<file path="config.mk">
export PLATFORM = sky130hd
export DESIGN_NAME = instr_fetch_unit
export DESIGN_NICKNAME = d
export VERILOG_FILES = /design/src/rtl/instr_fetch_unit.sv
export SDC_FILE = /design/constraint.sdc
export NUM_CORES = 1
export LEC_CHECK = 0
export BUFFER_PORTS_ARGS = -buffer_cell sky130_fd_sc_hd__buf_2
export CAP_MARGIN = 20
export CORE_MARGIN = 3
export CORE_UTILIZATION = 40
export CTS_CLUSTER_SIZE = 20
export DETAILED_ROUTE_END_ITERATION = 8
export PLACE_DENSITY = 0.69
export SYNTH_ARGS = -nofsm -noshare
export SYNTH_HDL_FRONTEND = slang
export SYNTH_SLANG_ARGS = --single-unit
</file>
<file path="constraint.sdc">
create_clock -name clk -period 3.05 [get_ports clk]
set_input_delay 0.7625 -clock clk [delete_from_list [all_inputs] [get_ports clk]]
set_output_delay 0.7625 -clock clk [all_outputs]
set_load 0.01 [all_outputs]
</file>
<file path="src/rtl/instr_fetch_unit.sv">
// rtl/instr_fetch_unit.sv - PC, instruction fetch and IR hold for the multi-cycle TSC CPU
module instr_fetch_unit #(
    parameter int                   WORD_SIZE = 16,
    parameter logic [WORD_SIZE-1:0] RESET_PC  = '0
) (
    input  logic                 clk,
    input  logic                 reset,
    output logic                 i_readM,
    output logic [WORD_SIZE-1:0] i_address,
    input  logic [WORD_SIZE-1:0] i_data,
    input  logic                 i_inputReady,
    output logic [WORD_SIZE-1:0] instr,
    output logic                 instr_valid,
    input  logic                 instr_accept,
    input  logic                 redirect,
    input  logic [WORD_SIZE-1:0] redirect_pc,
    input  logic                 halt,
    output logic [WORD_SIZE-1:0] pc,
    output logic [WORD_SIZE-1:0] pc_plus1,
    output logic [WORD_SIZE-1:0] fetch_count
);

    typedef enum logic [1:0] {
        S_INIT  = 2'd0,
        S_REQ   = 2'd1,
        S_VALID = 2'd2,
        S_HALT  = 2'd3
    } state_t;

    localparam logic [WORD_SIZE-1:0] ONE = {{(WORD_SIZE-1){1'b0}}, 1'b1};

    state_t               r_state;
    state_t               w_next_state;
    logic [WORD_SIZE-1:0] r_pc;
    logic [WORD_SIZE-1:0] r_ir;
    logic [WORD_SIZE-1:0] r_count;
    logic [WORD_SIZE-1:0] w_pc_inc;
    logic                 w_load_ir;
    logic                 w_retire;

    assign w_pc_inc  = r_pc + ONE;
    assign w_load_ir = (r_state == S_REQ) && i_inputReady;
    assign w_retire  = (r_state == S_VALID) && instr_accept;

    always_ff @(posedge clk or posedge reset) begin
        if (reset) begin
            r_state <= S_INIT;
            r_pc    <= RESET_PC;
            r_ir    <= '0;
            r_count <= '0;
        end else begin
            r_state <= w_next_state;
            if (w_load_ir) begin
                r_ir <= i_data;
            end
            if (w_retire) begin
                r_count <= r_count + ONE;
                // A halting instruction keeps pc pointing at the HLT itself
                if (!halt) begin
                    r_pc <= redirect ? redirect_pc : w_pc_inc;
                end
            end
        end
    end

    always_comb begin
        w_next_state = r_state;
        case (r_state)
            S_INIT:  w_next_state = S_REQ;
            S_REQ:   if (i_inputReady) w_next_state = S_VALID;
            S_VALID: if (instr_accept) w_next_state = halt ? S_HALT : S_REQ;
            S_HALT:  w_next_state = S_HALT;
            default: w_next_state = S_INIT;
        endcase
    end

    assign i_readM     = (r_state == S_REQ);
    assign instr_valid = (r_state == S_VALID);
    assign i_address   = r_pc;
    assign pc          = r_pc;
    assign pc_plus1    = w_pc_inc;
    assign instr       = r_ir;
    assign fetch_count = r_count;

endmodule

</file>
==> impl_metrics.json <==
{
  "status": "complete, no violations",
  "rsz0062_at_grt": "no",
  "die_w_um": 88.1,
  "hold_viol": 0,
  "synth_top_family_by_area": "simple AND/OR/NAND/NOR gates",
  "ant_nets": 0,
  "synth_compound_area_frac": 0.102,
  "drive_gt1_frac": 0.443,
  "min_path_type": "flip-flop to flip-flop",
  "wl_met1_um": 2820,
  "hold_buffers": 0,
  "post-synth-top-area-fraction": 0.464,
  "yosys.area_share.simple": 0.176,
  "overflow": 0,
  "num_vias": 2231,
  "clock-root-buffer": "clkbuf_8",
  "cp_data_arrival_time_ns": 1.87,
  "synth_edf_count": 0,
  "pin_count": 120,
  "cts_buffers": 5,
  "startpoint_type": "flip-flop",
  "track_usage": 0.169,
  "clk_path_buf_depth": 2,
  "wl_per_cell_um": 14.9,
  "wl_met2_um": 3170,
  "setup-violations-final": 0,
  "leakagePower_nw": 1.80,
  "syn_to_final_growth_pct": 23.2,
  "globalplace.congestion": 0.806,
  "clk_latency_ns": 0.30,
  "h-tree-depth": 2,
  "dr.max_layer_used": "met4",
  "synth_cells": 257,
  "syn_area_mm2": 0.00269,
  "vdd_drop_max_v": 0.000321,
  "fin_tns_setup_ns": 0,
  "synthAdderAreaFrac": 0.00929,
  "seq_area_frac_synth": 0.464,
  "core_mm2": 0.00642,
  "place_inst": 428,
  "drt_wl_total_um": 6510,
  "synth_top_area_cell": "dfrtp_1",
  "synth_xor_area_frac": 0.0943,
  "rows": 29,
  "dr_wl_met3_um": 396,
  "report.final.slew_viol_count": 0,
  "timing.final.crit_share": 0.864,
  "hpwl_um": 4960,
  "synthFlopType": "dfrtp_1",
  "dieArea_mm2": 0.00776,
  "muxShareOfSynthArea": 0.0785,
  "power_mw": 1.43,
  "tightest_slew_ns": 0.630,
  "skew_ns": 0.00888,
  "nNetsFinal": 398,
  "syn-num-nets": 297,
  "antennaDiodeCount": 0,
  "synthTopCellsByCount": "50 x dfrtp_1, 19 x xnor2_1, 17 x buf_4, 17 x mux2_2, 17 x nand2_1",
  "drt_iter0_markers": 99,
  "die_h_um": 88.1,
  "min_period_ns": 2.64,
  "drc": 0,
  "yosysWarnings": 0,
  "utilization": 0.517,
  "antenna_found_initial": 0,
  "yosysMostFrequentCell": "dfrtp_1",
  "max_freq_mhz": 379,
  "whs_ns": 0.471,
  "clkTransAtPathRegs_ns": 0.09,
  "path_class": "flip-flop to output port",
  "clock_sinks": 50,
  "stdcell_count": 436,
  "power_density_mw_per_mm2": 432,
  "grt_pass1_wl_um": 10400,
  "via_per_inst": 5.12,
  "crit_path_end_kind": "output port",
  "drtPass1Iterations": 4,
  "async_flop_share": 1.00,
  "synth.area.top_cells": "dfrtp_1 46%, mux2_2 7.1%, xnor2_1 6.2%, buf_4 4.7%, xor2_1 3.3%",
  "syn_area_per_cell_um2": 10.5,
  "critPathMaxFanout": 10,
  "grt_start_max_net_pins": 31,
  "cap_violations": 0,
  "relSlewSlack": 0.579,
  "grt_pass1_vias": 2115,
  "start_util": 0.419,
  "cts-resized-gates": 0,
  "io_buffers": 119,
  "ys_ff_latch": 50,
  "post_cts.repair.setup_buffers": 0,
  "whs_path_depth": 1,
  "ys_types": 47,
  "r2r_cells": 5,
  "cts_tree": "yes",
  "required_ns": 2.29
}
## worst max-delay path, stage by stage, from the launching register on
cell and delay [ns]:
dfrtp_1 0.50, ha_1 0.25, nand3_2 0.18, nor3_2 0.32, xor2_1 0.18, buf_2 0.16
## through the flow
stage	setup slack, ns	cell area (um2)
after global routing	0.278	3320
final	0.414	3320
after global placement	0.806	3230
after floorplan	0.893	2690
after CTS	0.404	3320
after detailed placement	0.762	3230
## final timing paths
| path | start | endpoint | slack [ns] |
|---|---|---|---|
| hold / removal | fetch_count[15]$_DFFE_PP0P_ | fetch_count[15]$_DFFE_PP0P_ | 0.47 |
| setup / recovery | i_address[0]$_DFFE_PP0P_ | pc_plus1[10] | 0.41 |
| min in group asynchronous | reset | instr[12]$_DFFE_PP0P_ | 0.53 |
| setup reg to reg | i_address[0]$_DFFE_PP0P_ | i_address[12]$_DFFE_PP0P_ | 1.35 |
| max in group asynchronous | reset | i_address[10]$_DFFE_PP0P_ | 1.91 |
| hold reg to reg | fetch_count[15]$_DFFE_PP0P_ | fetch_count[15]$_DFFE_PP0P_ | 0.47 |
## layout make-up
| cell class | instances | area [um2] |
|---|---|---|
| flip-flops and latches | 50 | 1250 |
| well taps | 77 | 96.3 |
| inverters | 6 | 22.5 |
| fillers | 621 | 3100 |
| multi-input cells | 173 | 1240 |
| clock buffers | 5 | 68.8 |
| repair buffers | 122 | 618 |
| clock inverters | 3 | 21.3 |
## layer usage
layer  track usage  up-vias
met1         0.225     1053
met3        0.0433        8
met5             0        -
met2         0.271       69
li1              -     1101
met4        0.0549        0
## placed cells by master, fill, tap and decap left out, types with 2 or more instances in the layout
cell	count
o22a_1	2
nand4_1	6
buf_2	119
mux2_2	17
nand2_2	2
nand3_1	15
o22ai_1	2
nor3_1	5
nor3_2	2
and3_1	10
o2bb2ai_1	2
buf_4	3
mux2i_1	2
o21a_1	2
xnor2_1	19
xor2_1	10
o21ai_0	12
clkbuf_8	5
a2bb2oi_1	2
dfrtp_1	50
a21oi_1	7
a31oi_1	5
nand2_1	17
and4_1	2
nor4_1	2
nor2_1	11
inv_1	5
ha_1	2
## flip-flops by register name (all words and copies together) (netlist names)
signal	flops
instr	16
i_address	16
r_state	2
fetch_count	16
## logic make-up after synthesis
| kind of cell | Yosys count |
|---|---|
| xor+xnor | 29 |
| compound gates | 41 |
| flops | 50 |
| fa+ha+maj | 2 |
| simple gates | 82 |
| buf+inv | 34 |
| mux | 19 |
## power breakdown
part	switching, mW	total [mW]	internal, mW
Clock	0.228	0.389	0.162
Combinational	0.139	0.269	0.130
Sequential	0.0609	0.775	0.714
Power figures use the tool's default switching activity.
